<file path="config.mk">
export PLATFORM = sky130hd
export DESIGN_NAME = prog_loader
export DESIGN_NICKNAME = d
export VERILOG_FILES = /design/src/rtl/prog_loader_pkg.sv /design/src/rtl/prog_loader_timer.sv /design/src/rtl/prog_loader.sv
export SDC_FILE = /design/constraint.sdc
export NUM_CORES = 1
export LEC_CHECK = 0
export CAP_MARGIN = 15
export CORE_ASPECT_RATIO = 0.75
export CORE_MARGIN = 3
export CORE_UTILIZATION = 57
export CTS_CLUSTER_DIAMETER = 200
export DETAILED_ROUTE_END_ITERATION = 7
export DONT_BUFFER_PORTS = 1
export PLACE_DENSITY = 0.72
export REMOVE_ABC_BUFFERS = 1
export SLEW_MARGIN = 25
export SYNTH_ARGS = -nofsm -noshare
export SYNTH_HDL_FRONTEND = slang
export SYNTH_SLANG_ARGS = --single-unit
export TNS_END_PERCENT = 1
</file>
<file path="constraint.sdc">
create_clock -name clk -period 3.4 [get_ports clk]
set_input_delay 0.68 -clock clk [delete_from_list [all_inputs] [get_ports clk]]
set_output_delay 0.68 -clock clk [all_outputs]
set_load 0.05 [all_outputs]
</file>
<file path="src/rtl/prog_loader_pkg.sv">
// Shared constants for the boot-time program loader: state and error encodings,
// word width and the header length check.
package prog_loader_pkg;

  localparam int DATA_WIDTH    = 8;
  localparam int LD_ADDR_WIDTH = 5;

  typedef enum logic [2:0] {
    LD_IDLE = 3'd0,
    LD_HDR  = 3'd1,
    LD_DATA = 3'd2,
    LD_CSUM = 3'd3,
    LD_DONE = 3'd4,
    LD_ERR  = 3'd5
  } ld_state_e;

  typedef enum logic [1:0] {
    LD_ERR_NONE = 2'b00,
    LD_ERR_LEN  = 2'b01,
    LD_ERR_CSUM = 2'b10,
    LD_ERR_TO   = 2'b11
  } ld_err_e;

  // A header is legal when 1 <= N <= 2^aw.
  function automatic logic len_ok(input logic [DATA_WIDTH-1:0] n, input int aw);
    return (n != '0) && (int'(n) <= (1 << aw));
  endfunction

endpackage

</file>
<file path="src/rtl/prog_loader_timer.sv">
// Idle-cycle watchdog: counts cycles without a transfer and flags the cycle in
// which the TIMEOUT-th consecutive idle cycle completes.
module loader_timer #(
  parameter int TIMEOUT = 255
) (
  input  logic clk,
  input  logic rst,
  input  logic enable,
  input  logic clear,
  output logic expired
);

  logic [15:0] cnt;

  always_ff @(posedge clk or negedge rst) begin
    if (!rst) begin
      cnt <= '0;
    end else if (clear) begin
      cnt <= '0;
    end else if (enable) begin
      cnt <= cnt + 16'd1;
    end
  end

  // Fires during the last idle cycle so the FSM leaves on that same edge.
  assign expired = enable && !clear && (cnt == 16'(TIMEOUT - 1));

endmodule

</file>
<file path="src/rtl/prog_loader.sv">
// Boot-time program loader: parses a framed byte stream, writes the payload to
// memory, verifies the checksum and releases the CPU reset on a clean load.
module prog_loader
  import prog_loader_pkg::*;
#(
  parameter int ADDR_WIDTH = LD_ADDR_WIDTH,
  parameter int TIMEOUT    = 255
) (
  input  logic                  clk,
  input  logic                  rst,
  input  logic                  start,
  input  logic                  in_valid,
  input  logic [DATA_WIDTH-1:0] in_data,
  output logic                  in_ready,
  output logic                  mem_wr,
  output logic [ADDR_WIDTH-1:0] mem_addr,
  output logic [DATA_WIDTH-1:0] mem_data,
  output logic                  cpu_rst_n,
  output logic                  done,
  output logic                  err,
  output logic [1:0]            err_code
);

  ld_state_e st, nxt;
  ld_err_e   err_q, err_nxt;
  logic      set_err;
  logic      xfer, start_ok, to_expired;

  logic [ADDR_WIDTH-1:0] addr;
  logic [ADDR_WIDTH:0]   remaining;
  logic [DATA_WIDTH-1:0] sum;

  logic                  vld_p1;
  logic [ADDR_WIDTH-1:0] addr_p1;
  logic [DATA_WIDTH-1:0] data_p1;

  function automatic logic [DATA_WIDTH-1:0] sum8(input logic [DATA_WIDTH-1:0] a,
                                                 input logic [DATA_WIDTH-1:0] b);
    return a + b;
  endfunction

  assign in_ready = (st == LD_HDR) || (st == LD_DATA) || (st == LD_CSUM);
  assign xfer     = in_ready && in_valid;
  assign start_ok = start && ((st == LD_IDLE) || (st == LD_DONE) || (st == LD_ERR));

  loader_timer #(.TIMEOUT(TIMEOUT)) u_timer (
    .clk     (clk),
    .rst     (rst),
    .enable  (in_ready && !xfer),
    .clear   (xfer || start_ok),
    .expired (to_expired)
  );

  always_ff @(posedge clk or negedge rst) begin
    if (!rst) begin
      st    <= LD_IDLE;
      err_q <= LD_ERR_NONE;
    end else begin
      st <= nxt;
      if (start_ok) begin
        err_q <= LD_ERR_NONE;
      end else if (set_err) begin
        err_q <= err_nxt;
      end
    end
  end

  always_comb begin
    nxt     = st;
    set_err = 1'b0;
    err_nxt = LD_ERR_NONE;
    case (st)
      LD_IDLE, LD_DONE, LD_ERR: begin
        if (start) nxt = LD_HDR;
      end
      LD_HDR: begin
        if (xfer) begin
          if (len_ok(in_data, ADDR_WIDTH)) begin
            nxt = LD_DATA;
          end else begin
            set_err = 1'b1;
            err_nxt = LD_ERR_LEN;
          end
        end else if (to_expired) begin
          set_err = 1'b1;
          err_nxt = LD_ERR_TO;
        end
      end
      LD_DATA: begin
        if (xfer) begin
          if (remaining == {{ADDR_WIDTH{1'b0}}, 1'b1}) nxt = LD_CSUM;
        end else if (to_expired) begin
          set_err = 1'b1;
          err_nxt = LD_ERR_TO;
        end
      end
      LD_CSUM: begin
        if (xfer) begin
          if (in_data == sum) begin
            nxt = LD_DONE;
          end else begin
            set_err = 1'b1;
            err_nxt = LD_ERR_CSUM;
          end
        end else if (to_expired) begin
          set_err = 1'b1;
          err_nxt = LD_ERR_TO;
        end
      end
      default: nxt = LD_IDLE;
    endcase
    if (set_err) nxt = LD_ERR;
  end

  // stage p0 -> p1: payload transfer registered into the memory write port
  always_ff @(posedge clk or negedge rst) begin
    if (!rst) begin
      addr      <= '0;
      sum       <= '0;
      remaining <= '0;
      vld_p1    <= 1'b0;
      addr_p1   <= '0;
      data_p1   <= '0;
    end else begin
      vld_p1 <= 1'b0;
      if (start_ok || (st == LD_IDLE)) begin
        addr <= '0;
        sum  <= '0;
      end
      if (xfer && (st == LD_HDR)) begin
        remaining <= in_data[ADDR_WIDTH:0];
      end
      if (xfer && (st == LD_DATA)) begin
        vld_p1    <= 1'b1;
        addr_p1   <= addr;
        data_p1   <= in_data;
        addr      <= addr + 1'b1;
        sum       <= sum8(sum, in_data);
        remaining <= remaining - 1'b1;
      end
    end
  end

  assign cpu_rst_n = (st == LD_DONE);
  assign done      = (st == LD_DONE);
  assign err       = (st == LD_ERR);
  assign err_code  = err_q;

  // The loader owns the memory port only while the CPU is held in reset.
  assign mem_wr   = vld_p1 && !cpu_rst_n;
  assign mem_addr = cpu_rst_n ? '0 : addr_p1;
  assign mem_data = cpu_rst_n ? '0 : data_p1;

endmodule

</file>
# Word level (Yosys, flattened, before mapping)
# Index checks and enable logic that the tools add are counted.
# totals
ff_bits,54
latchBits,0
mem_bits_rw,0
mem_bits_ro,0
in_bits,12
output_inout_bits,20
wordCells,91
n_memories,0
# op_classes
n_addsub,4
n_mul,0
n_div,0
n_lt_le_gt_ge,1
n_eq_ne,15
n_shift,0
muxes,36
bitwise,0
reduce_logical,26
# ops
operator,count
$mux W16,2
$mux W3,8
$mux W8,3
$add A16 B1 Y16 const B,1
$eq A16 B8 Y1 const B,1
$mux W5,3
$mux W2,7
$mux W6,2
$ne A3 B3 Y1 const B,4
$pmux W3 S4,1
$logic_and A1 B1 Y1,9
$ne A3 B2 Y1 const B,3
$add A8 B8 Y8,1
$eq A8 B8 Y1,1
$le A8 B6 Y1 const B,1
$mux W1,8
$reduce_bool A2 Y1,4
$reduce_bool A8 Y1,1
$reduce_and A7 Y1,1
$eq A3 B2 Y1 const B,2
$eq A3 B3 Y1 const B,2
$eq A6 B1 Y1 const B,1
$logic_or A1 B1 Y1,6
$pmux W2 S3,1
7 further kinds,9

# Longest topological paths before layout
# Gate-level depths: netlist (run 1).
# depth
depth_word,13
ltp_mapped,8

# Modules after synthesis
# Synthesis (run 1) repeated with hierarchy kept, for this count alone.
# unflattened
hier_cells,348
area_unflattened_um2,3065.4
# by_module_without_submodules
module,n_inst,cells_each,area_each_um2,seq_area_each_um2
prog_loader,1,260,2203.4,950.9
loader_timer,1,88,862.1,400.4

# Least setup slack after synthesis (run 1)
# No wires, ideal clock.
# synth_path
path_kind,register to output
startpoint,register st[2]
endpoint,output mem_addr[2]
arrival_ps,2085
slack_ps,635
stages_incl_launch_ff,6
cell_sequence,dfrtp_1 > clkbuf_1 > nand2_1 > nor2_1 > clkbuf_1 > nor2b_1
# synth_via
elab_chain_len,2
# synth_rtl
element,line,rtl
start: declaration,prog_loader.sv:24,"ld_state_e st, nxt;"
start signal: assignment,prog_loader.sv:59,st <= nxt;
$eq A3 B3 Y1,prog_loader.sv:144,assign cpu_rst_n = (st == LD_DONE);
net cpu_rst_n,prog_loader.sv:18,"output logic cpu_rst_n,"
$mux W5,prog_loader.sv:151,assign mem_addr = cpu_rst_n ? '0 : addr_p1;
end: declaration,prog_loader.sv:16,"output logic [ADDR_WIDTH-1:0] mem_addr,"
# The timed path passes the listed nets, and every way through them passes these cells.

# Worst setup path after layout (run 1)
# layout_path
startpoint,register st[1]
endpoint,output done
# layout_via
elab_chain_len,1
# layout_rtl
element,line,rtl
$eq A3 B3 Y1,--,
end: declaration,prog_loader.sv:19,"output logic done,"
# Every way passes these cells.

==> metrics.md, run 1 <==
| Metric | Value |
|---|---|
| Status | `finished, final reports clean` |
| Slowest stage delay, CP | `0.51 ns` |
| Distinct cell type count after synthesis | `46` |
| Antenna cells | `0` |
| Post-synthesis area per instance | `8.82 um^2` |
| Final period utilization | `74.8%` |
| Pre-CTS setup slack | `0.933 ns` |
| Post-route DRC | `0` |
| Worst EP required | `2.72 ns` |
| Post-CTS setup buffer count | `0` |
| Area growth from synthesis to layout | `9.06%` |
| Post-synth EDFFs | `0` |
| Die Area | `6170 um^2` |
| Hold Crit Class | `input pin to async pin` |
| Synth top area share | `45.1%` |
| Seq/Total Area, Yosys | `45.1%` |
| Count leader, synth | `nand2_1` |
| H-tree depth | `2` |
| Critical path's slowest cell | `dfrtp_1` |
| CTS Hold Bufs | `0` |
| Iteration-0 DRC Markers | `140` |
| Clk buf depth | `2` |
| Synth warn | `0` |
| Crit-path cells | `inv_2, nand2_1, nor2_4, buf_4` |
| Worst r2r path cells | `6` |
| Synth Flop Type | `dfrtp_1` |
| First-pass GRT wire length | `10600 um` |
| Ranking of synthesized cells by area | `dfrtp_1 45%, nand2_1 9.0%, xor2_1 5.3%, ha_1 5.0%, o21ai_0 4.0%` |
| Fmax | `393 MHz` |
| Critical Path AT | `1.86 ns` |
| CORE AREA | `4980 um^2` |
| CTS Sinks | `54` |
| DIE HEIGHT | `68.8 um` |
| Layout Utilization | `65.6%` |
| Tmin final | `2.54 ns` |
| Aggregate global routing overflow | `0` |
| Yosys top cell by area | `dfrtp_1` |
| # resized after CTS | `0` |
| WL final | `6360 um` |
| WL/cell | `15.0 um` |
| Final Max Tran Viols | `0` |
| RSZ-0062 raised after global routing | `false` |
| CP Capture Type | `primary output` |
| Max_cap viols | `0` |
| DP Wirelength | `4500 um` |
| Area of the mapped netlist | `3000 um^2` |
| Part of the power in registers | `39.6%` |
| DR pass1 iterations | `4` |
| Clock Skew | `0.0135 ns` |
| DR vias | `2363` |
| Clock Latency Late Sink | `0.31 ns` |
| Seq cells post-synth | `54` |
| Antenna-violating nets left | `0` |
| Switching share of total power | `45.5%` |
| Setup CP Type | `flop to primary output` |
| Initial antenna violation count | `0` |
| Die X-Extent | `89.7 um` |
| Async set-or-reset flop fraction in the synthesized netlist | `100%` |
| Comb pwr share | `44.4%` |
| Overall Global Routing Usage | `21.7%` |
| Largest net degree at the start of global routing | `55` |
| Mapped Cells | `340` |
| R2R Path End | `st[0]` |
| Commonest cells in the netlist | `72 x nand2_1, 54 x dfrtp_1, 27 x nor2_1` |
| Clock share of power | `16.0%` |
| Final Worst Setup Slack | `0.858 ns` |
| Psw | `1.12 mW` |
| Worst Tran Pin Value | `0.635 ns` |
| TritonCTS Buffers | `5` |
| Share of layout cells above drive strength 1 | `9.63%` |
| Nets | `377` |
| Internal power | `1.34 mW` |
| Static Leakage | `1.55 nW` |
| TritonCTS clock tree | `yes` |
| Vias in the first global route | `2156` |
| Reg2reg start | `sum[1]` |
| Slew margin rel. | `57.7%` |
| Flop2flop setup slack | `1.18 ns` |
| Final Hold Violating Endpoints | `0` |
| Root Driver | `clkbuf_8` |
| Vias per cell | `5.56` |
| PD cells | `754 nW/um^2` |
| # IOs | `32` |
| Placer Congestion | `0.823` |
| Max FO, Critical Path | `15` |
| VDD IR max | `0.289 mV` |
| Site Rows | `22` |
| Initial Util | `60.2%` |
| Reg clk slew, reported paths | `0.10 ns` |
| CP Launch Type | `flop` |
| Final setup violation count | `0` |
| Port bufs | `0` |
[worst max-delay path: cells and delay by family (launching register included)]
kind / cells / cell delay [ns]
buffers and inverters: 2 / 0.53
DFF: 1 / 0.51
and+or+nand+nor: 2 / 0.50
[cell families after synthesis]
logic type | share of synthesized area (%)
AND/OR/NAND/NOR | 24.9
AO/OA/AOI/OAI | 13.5
flip-flops | 45.1
buffers and inverters | 3.84
XOR/XNOR | 7.01
adder cells (fa/ha/maj) | 5.68
[how the worst max path moves through the flow]
| stage | from | to | cells past startpoint |
|---|---|---|---|
| after floorplan | st[1] | mem_addr[0] | 4 |
| after global placement | in_data[4] | st[0] | 6 |
| after detailed placement | in_data[4] | st[0] | 6 |
| after CTS | st[1] | done | 4 |
| after global routing | st[1] | done | 4 |
| final | st[1] | done | 4 |
[power by group through the flow]
| stage | clock (mW) | sequential (mW) | combinational [mW] |
|---|---|---|---|
| after CTS | 0.403 | 0.975 | 1.10 |
| after floorplan | 0 | 0.940 | 0.832 |
| final | 0.394 | 0.977 | 1.10 |
| after global routing | 0.429 | 1.00 | 1.20 |
| after global placement | 0 | 0.977 | 1.07 |
| after detailed placement | 0 | 0.986 | 1.09 |
[cell type report]
cell class / count / area [um^2]
clock buffer: 7 / 96.3
tap: 72 / 90.1
multi-input combinational: 261 / 1540
timing repair buffer: 18 / 135
inverter: 12 / 45.0
clock inverter: 1 / 8.76
sequential: 54 / 1350
fill: 398 / 1710
[flip-flops by register name, summed over array words and instances (netlist names)]
name         cells
data_p1          8
addr             5
sum              8
addr_p1          5
remaining        6
st               3
err_code         2
vld_p1           1
u_timer.cnt     16
[layer usage]
| layer | vias to the layer above | wire, um | GRT usage (%) |
|---|---|---|---|
| met5 | - | 0 | 0 |
| met4 | 0 | 121 | 8.22 |
| met2 | 55 | 2690 | 33.3 |
| li1 | 1187 | - | - |
| met1 | 1109 | 3240 | 31.2 |
| met3 | 12 | 301 | 3.69 |
[metrics by stage]
stage | cell area, um^2 | TNS (ns) | total power [mW] | hold WS, ns | cells
after detailed placement | 3160 | 0 | 2.08 | 0.386 | 417
after global placement | 3160 | 0 | 2.05 | 0.386 | 417
final | 3270 | 0 | 2.47 | 0.0481 | 425
after floorplan | 2930 | -4.20 | 1.77 | 0.384 | 327
after global routing | 3270 | 0 | 2.64 | 0.0274 | 425
after CTS | 3270 | 0 | 2.47 | 0.0394 | 425
[cell usage in the layout (no fill, tap or decap), types with 2 or more instances in the layout]
| master | Yosys | final |
|---|---|---|
| nand2_1 | 72 | 72 |
| dfrtp_1 | 54 | 54 |
| nor2_1 | 27 | 26 |
| o21ai_0 | 24 | 24 |
| xor2_1 | 18 | 18 |
| buf_4 | 1 | 18 |
| a21oi_1 | 17 | 17 |
| nor2b_1 | 14 | 14 |
| ha_1 | 12 | 12 |
| nand3_1 | 11 | 11 |
| inv_1 | 10 | 10 |
| clkbuf_8 | 0 | 7 |
| nor3_1 | 6 | 6 |
| xnor2_1 | 6 | 6 |
| nand4_1 | 6 | 6 |
| and3_1 | 5 | 5 |
| or3_1 | 4 | 4 |
| nor4_1 | 4 | 4 |
| a31oi_1 | 4 | 4 |
| a22o_1 | 3 | 3 |
| inv_2 | 2 | 2 |
| o21bai_1 | 2 | 2 |
| o22ai_1 | 2 | 2 |
| and2_1 | 2 | 2 |
| a211o_1 | 2 | 2 |
| nand2b_1 | 2 | 2 |
Note: power is estimated with default switching activity, not from simulation.
==> run 2, diff against run 1 <==
--- a/config.mk
+++ b/config.mk
@@ -12,7 +12,7 @@
 export CTS_CLUSTER_DIAMETER = 200
 export DETAILED_ROUTE_END_ITERATION = 7
 export DONT_BUFFER_PORTS = 1
-export PLACE_DENSITY = 0.72
+export PLACE_DENSITY = 0.75
 export REMOVE_ABC_BUFFERS = 1
 export SLEW_MARGIN = 25
 export SYNTH_ARGS = -nofsm -noshare
==> constraint.sdc (replaced) <==
create_clock -name clk -period 2.1 [get_ports clk]
set_input_delay 0.42 -clock clk [delete_from_list [all_inputs] [get_ports clk]]
set_output_delay 0.42 -clock clk [all_outputs]
set_load 0.05 [all_outputs]
==> metrics.md, run 2 (same netlist as run 1, synthesis figures left out) <==
| Metric | Value |
|---|---|
| Share of layout cells above drive strength 1 | `16.4% (+6.7 points)` |
| Iteration-0 DRC Markers | `157 (+12%)` |
| Grt met1 use | `32.9% (+1.8 points)` |
| Aggregate global routing overflow | `0 (unchanged)` |
| Routing usage on met2 | `36.8% (+3.5 points)` |
| Critical path's slowest cell | `dfrtp_1` |
| Commonest non-fill, non-tap cell in the layout | `nand2_1` |
| Hold slack | `0.184 ns (+0.136 ns)` |
| Final period utilization | `99.3%` |
| Largest delay share family, worst path | `simple AND/OR/NAND/NOR gates` |
| Antenna cells | `0 (unchanged)` |
| RSZ-0062 raised after global routing | `true` |
| Biggest register | `u_timer.cnt` |
| Nets | `397 (+5.3%)` |
| Pre-CTS setup slack | `-0.0996 ns (-1.03 ns)` |
| Pwr Total | `4.26 mW (+73%)` |
| Status | `finished, final reports clean` |
| Grt peak-use layer | `met2` |
| Reg clk slew, reported paths | `0.09 ns (about the same)` |
| Slew margin rel. | `56.5% (-1.2 points)` |
| Clock Skew | `0.00585 ns (-0.00765 ns)` |
| Final setup violation count | `0 (unchanged)` |
| Static Leakage | `1.66 nW (+7.2%)` |
| H-tree depth | `2 (unchanged)` |
| Crit-path cells | `ha_1, nor4_4, nand3_1, and2_4, or3_4, a221o_1` |
| Critical Path AT | `2.28 ns (+0.42 ns)` |
| Area growth from synthesis to layout | `17.1%` |
| CP Capture Type | `flop` |
| Setup CP Type | `flop to flop` |
| Post-CTS setup buffer count | `0 (unchanged)` |
| Largest net degree at the start of global routing | `55 (unchanged)` |
| Clock Latency Late Sink | `0.30 ns (about the same)` |
| Clk buf depth | `2 (unchanged)` |
| Fmax | `480 MHz` |
| Port bufs | `0 (unchanged)` |
| Initial Util | `60.2% (unchanged)` |
| Final Instance Area | `3510 um^2 (+7.4%)` |
| PD cells | `1210 nW/um^2 (+61%)` |
| Tmin final | `2.08 ns` |
| WL final | `6980 um (+9.7%)` |
| Max FO, Critical Path | `2 (-13)` |
| Largest regs | `u_timer.cnt (16), data_p1 (8), sum (8)` |
| Site Rows | `22 (unchanged)` |
| Post-route DRC | `0 (unchanged)` |
| Hold Crit Class | `input pin to flop` |
| Setup_tns | `0 ns (unchanged)` |
| WL/cell | `15.7 um (+4.8%)` |
| Final Worst Setup Slack | `0.0153 ns (-0.843 ns)` |
| TritonCTS clock tree | `yes` |
| Antenna-violating nets left | `0 (unchanged)` |
| CP Launch Type | `flop` |
| # IOs | `32 (unchanged)` |
| Worst EP required | `2.29 ns (-0.43 ns)` |
| Overall Global Routing Usage | `23.2% (+1.6 points)` |
| Vias in the first global route | `2357 (+9.3%)` |
| Fin cells | `445 (+4.7%)` |
| DR pass1 iterations | `4 (unchanged)` |
| Final Hold Violating Endpoints | `0 (unchanged)` |
| Worst Tran Pin Value | `0.653 ns (+0.0178 ns)` |
| Slowest stage delay, CP | `0.41 ns (-0.10 ns)` |
| Root Driver | `clkbuf_8` |
| DP Area | `3310 um^2 (+4.7%)` |
| Placer Congestion | `0.898 (+9.1%)` |
| DR vias | `2528 (+7.0%)` |
| Initial antenna violation count | `0 (unchanged)` |
| Met3 usage | `5.31% (+1.6 points)` |
| Vias per cell | `5.68 (+2.2%)` |
| Die X-Extent | `89.7 um (unchanged)` |
| First-pass GRT wire length | `11500 um (+8.0%)` |
| DIE HEIGHT | `68.8 um (unchanged)` |
| Highest-count cells in the layout ignoring fill and taps | `72 x nand2_1, 54 x dfrtp_1, 35 x buf_4` |
| VDD IR max | `0.731 mV (+150%)` |
| Flop2flop setup slack | `0.02 ns (-1.16 ns)` |
| DP Wirelength | `4850 um (+7.9%)` |
| Layout Utilization | `70.5% (+4.8 points)` |
| CORE AREA | `4980 um^2 (unchanged)` |
| CP bufs+invs | `0 (-2)` |
| TritonCTS Buffers | `5 (unchanged)` |
| Max reg flops | `16 (unchanged)` |
| Inst Count DP | `435 (+4.3%)` |
| Max_cap viols | `0 (unchanged)` |
| Die Area | `6170 um^2 (unchanged)` |
| Final Max Tran Viols | `0 (unchanged)` |
| CTS Sinks | `54 (unchanged)` |
## run 2: cell count changes in the layout (fill, tap and decap cells not counted), sizes merged
cell,previous run,this run
dlygate4sd3,0,1
inv,12,11
clkinv,1,2
buf,18,37
## run 2: final cells by class
cell class / instances / area, um^2
multi-input combinational: 261 / 1610
inverter: 12 / 46.3
clock buffer: 7 / 86.3
clock inverter: 1 / 5.00
fill: 382 / 1470
sequential: 54 / 1350
tap: 72 / 90.1
timing repair buffer: 38 / 320
## run 2: path summary, 6_finish.rpt
check	start	to	depth (start not counted)
setup reg to reg	sum[1]	st[0]	6
min in group asynchronous	rst	remaining[4]	2
setup / recovery	sum[1]	st[0]	6
hold reg to reg	data_p1[6]	data_p1[6]	2
max in group asynchronous	rst	data_p1[5]	2
hold / removal	in_valid	remaining[1]	1
## run 2: timing repair
| item | CTS | global route |
|---|---|---|
| setup endpoints to repair | 1 | 8 |
| resized for setup | 2 | 9 |
| hold buffers | 2 | 0 |
| pin swaps | 3 | 3 |
| hold endpoints to repair | 54 | 0 |
## run 2: power breakdown
part | internal [mW] | switching [mW]
Clock | 0.267 | 0.326
Combinational | 0.800 | 1.35
Sequential | 1.28 | 0.246
## run 2: layer usage
metal  routed length [um]  share of wire [%]
met1                 3490                 50
met2                 3100                 44
met3                  343                4.9
met4                   39               0.56
met5                    0                  0
==> run 3, diff against run 2 <==
--- a/config.mk
+++ b/config.mk
@@ -12,8 +12,10 @@
 export CTS_CLUSTER_DIAMETER = 200
 export DETAILED_ROUTE_END_ITERATION = 7
 export DONT_BUFFER_PORTS = 1
+export HOLD_SLACK_MARGIN = 0.05
 export PLACE_DENSITY = 0.75
 export REMOVE_ABC_BUFFERS = 1
+export SKIP_CTS_REPAIR_TIMING = 1
 export SLEW_MARGIN = 25
 export SYNTH_ARGS = -nofsm -noshare
 export SYNTH_HDL_FRONTEND = slang
==> metrics.md, run 3 (same netlist as run 1, synthesis figures left out) <==
| Metric | Value |
|---|---|
| Placer Congestion | `0.898 (unchanged)` |
| Area of the multi-input gates | `1620 um^2 (+0.62%)` |
| Crit-path cells | `ha_1, nor3_1, nand3_1, and2_4, or3_4, a221o_1` |
| Pre-CTS setup slack | `-0.0996 ns (unchanged)` |
| Static Leakage | `1.65 nW (-0.66%)` |
| Comb pwr share | `50.3% (about the same)` |
| CORE AREA | `4980 um^2 (unchanged)` |
| DIE HEIGHT | `68.8 um (unchanged)` |
| Max reg flops | `16 (unchanged)` |
| Clock Skew | `0.00588 ns (+0.0000345 ns)` |
| PD cells | `1210 nW/um^2 (about the same)` |
| Port bufs | `0 (unchanged)` |
| Final Worst Setup Slack | `0.0542 ns (+0.0389 ns)` |
| First-pass GRT wire length | `11200 um (-2.0%)` |
| Hold slack | `0.185 ns (+0.000523 ns)` |
| Register area | `1350 um^2 (unchanged)` |
| Wl on met1 | `3500 um (+0.37%)` |
| Iteration-0 DRC Markers | `130 (-17%)` |
| Biggest register | `u_timer.cnt` |
| Clock share of power | `13.9% (about the same)` |
| Reg clk slew, reported paths | `0.10 ns (about the same)` |
| WL/cell | `15.7 um (+0.19%)` |
| Largest net degree at the start of global routing | `55 (unchanged)` |
| Reg2reg start | `sum[3]` |
| Largest regs | `u_timer.cnt (16), data_p1 (8), sum (8)` |
| Nets | `397 (unchanged)` |
| Inst Count DP | `435 (unchanged)` |
| Initial antenna violation count | `0 (unchanged)` |
| Critical Path AT | `2.24 ns (-0.04 ns)` |
| Final Hold Violating Endpoints | `0 (unchanged)` |
| Overall Global Routing Usage | `22.7% (-0.54 points)` |
| Crit path to | `st[0]` |
| CP bufs+invs | `0 (unchanged)` |
| Slowest stage delay, CP | `0.39 ns (-0.02 ns)` |
| Share of layout cells above drive strength 1 | `16.1% (-0.27 points)` |
| Worst Setup SP | `sum[3]` |
| Critical path's slowest cell | `dfrtp_1` |
| Max FO, Critical Path | `2 (unchanged)` |
| Initial Util | `60.2% (unchanged)` |
| Largest delay share family, worst path | `simple AND/OR/NAND/NOR gates` |
| Antenna cells | `0 (unchanged)` |
| Antenna-violating nets left | `0 (unchanged)` |
| Worst Tran Pin Value | `0.656 ns (+0.00373 ns)` |
| H-tree depth | `2 (unchanged)` |
| Clock Latency Late Sink | `0.30 ns (about the same)` |
| Hold Crit Class | `input pin to flop` |
| DR vias | `2525 (-0.12%)` |
| CTS Sinks | `54 (unchanged)` |
| Final Max Tran Viols | `0 (unchanged)` |
| Root Driver | `clkbuf_8` |
| DR pass1 iterations | `5 (+1)` |
| Fillers | `381 (-0.26%)` |
| Met2 WL | `3120 um (+0.55%)` |
| Uppermost layer routed | `met4` |
| Part of the power in registers | `35.7% (about the same)` |
| Setup_tns | `0 ns (unchanged)` |
| Die Area | `6170 um^2 (unchanged)` |
| Hold_sp | `in_valid` |
| Die X-Extent | `89.7 um (unchanged)` |
| Internal power | `2.35 mW (+0.40%)` |
| Commonest non-fill, non-tap cell in the layout | `nand2_1` |
| # IOs | `32 (unchanged)` |
| Clk buf depth | `2 (unchanged)` |
| Setup CP Type | `flop to flop` |
| Pwr Total | `4.27 mW (+0.21%)` |
| Post-route DRC | `0 (unchanged)` |
| Psw | `1.92 mW (about the same)` |
| Stages on worst setup path | `6 (unchanged)` |
| Tmin final | `2.05 ns (-0.0389 ns)` |
| Aggregate global routing overflow | `0 (unchanged)` |
| Worst r2r path cells | `6 (unchanged)` |
| CP Launch Type | `flop` |
| Slew margin rel. | `56.2% (-0.25 points)` |
| R2R Path End | `st[0]` |
| Switching share of total power | `44.9% (-0.10 points)` |
| DP Wirelength | `4850 um (unchanged)` |
| Fin cells | `445 (unchanged)` |
| DR WL met3 | `319 um (-7.0%)` |
| CP Capture Type | `flop` |
| Worst EP required | `2.29 ns (about the same)` |
| TritonCTS Buffers | `5 (unchanged)` |
| VDD IR max | `0.728 mV (-0.41%)` |
| Final period utilization | `97.4% (-1.9 points)` |
| Final setup violation count | `0 (unchanged)` |
| Site Rows | `22 (unchanged)` |
| Vias per cell | `5.67 (-0.12%)` |
| Area growth from synthesis to layout | `17.4%` |
| Highest-count cells in the layout ignoring fill and taps | `72 x nand2_1, 54 x dfrtp_1, 35 x buf_4` |
| TritonCTS clock tree | `yes` |
| Status | `finished, final reports clean` |
| Fmax | `489 MHz (+1.9%)` |
| Vias in the first global route | `2326 (-1.3%)` |
| Max_cap viols | `0 (unchanged)` |
| WL final | `6990 um (+0.19%)` |
| Flop2flop setup slack | `0.05 ns (+0.04 ns)` |
[run 3: cell counts in the layout (fill, tap and decap cells not counted)]
No cell type changed its count.
[run 3: worst register-to-register path, delay by kind of cell (launching register included)]
family / cells / cell delay, ns
compound gates: 1 / 0.35
fa+ha+maj: 1 / 0.29
flops: 1 / 0.39
simple gates: 4 / 0.91
[run 3: metrics by stage]
stage / area, um^2 / util, %
final: 3520 / 70.7
after global routing: 3520 / 70.7
after CTS: 3400 / 68.2
after detailed placement: 3310 / 66.4
after global placement: 3310 / 66.4
after floorplan: 2930 / -
[run 3: cell type report]
cell class	count	share of cell area, %
clock buffers	7	2.45
multi-input cells	261	46.1
repair buffers	38	9.10
well taps	72	2.56
clock inverters	1	0.142
flip-flops and latches	54	38.4
inverters	12	1.31
[run 3: power by group through the flow]
stage               Combinational (mW)  Sequential [mW]  Clock (mW)
finish                            2.15             1.53       0.595
global route                      2.34             1.57       0.650
detailed placement                2.03             1.54           0
global placement                  1.99             1.52           0
floorplan                         1.35             1.52           0
CTS                               2.03             1.51       0.611
[run 3: worst min path at each step]
stage                         to  slack (ns)  cells past startpoint
floorplan                addr[0]        0.12                      0
global placement    remaining[1]        0.13                      0
detailed placement  remaining[1]        0.13                      0
CTS                      addr[0]       -0.21                      0
global route        remaining[1]        0.17                      1
finish              remaining[2]        0.18                      1
[run 3: per-layer routing]
metal / global-route usage [%] / up-vias
li1: - / 1228
met1: 32.7 / 1225
met2: 35.7 / 65
met3: 4.66 / 7
met4: 5.74 / 0
met5: 0 / -
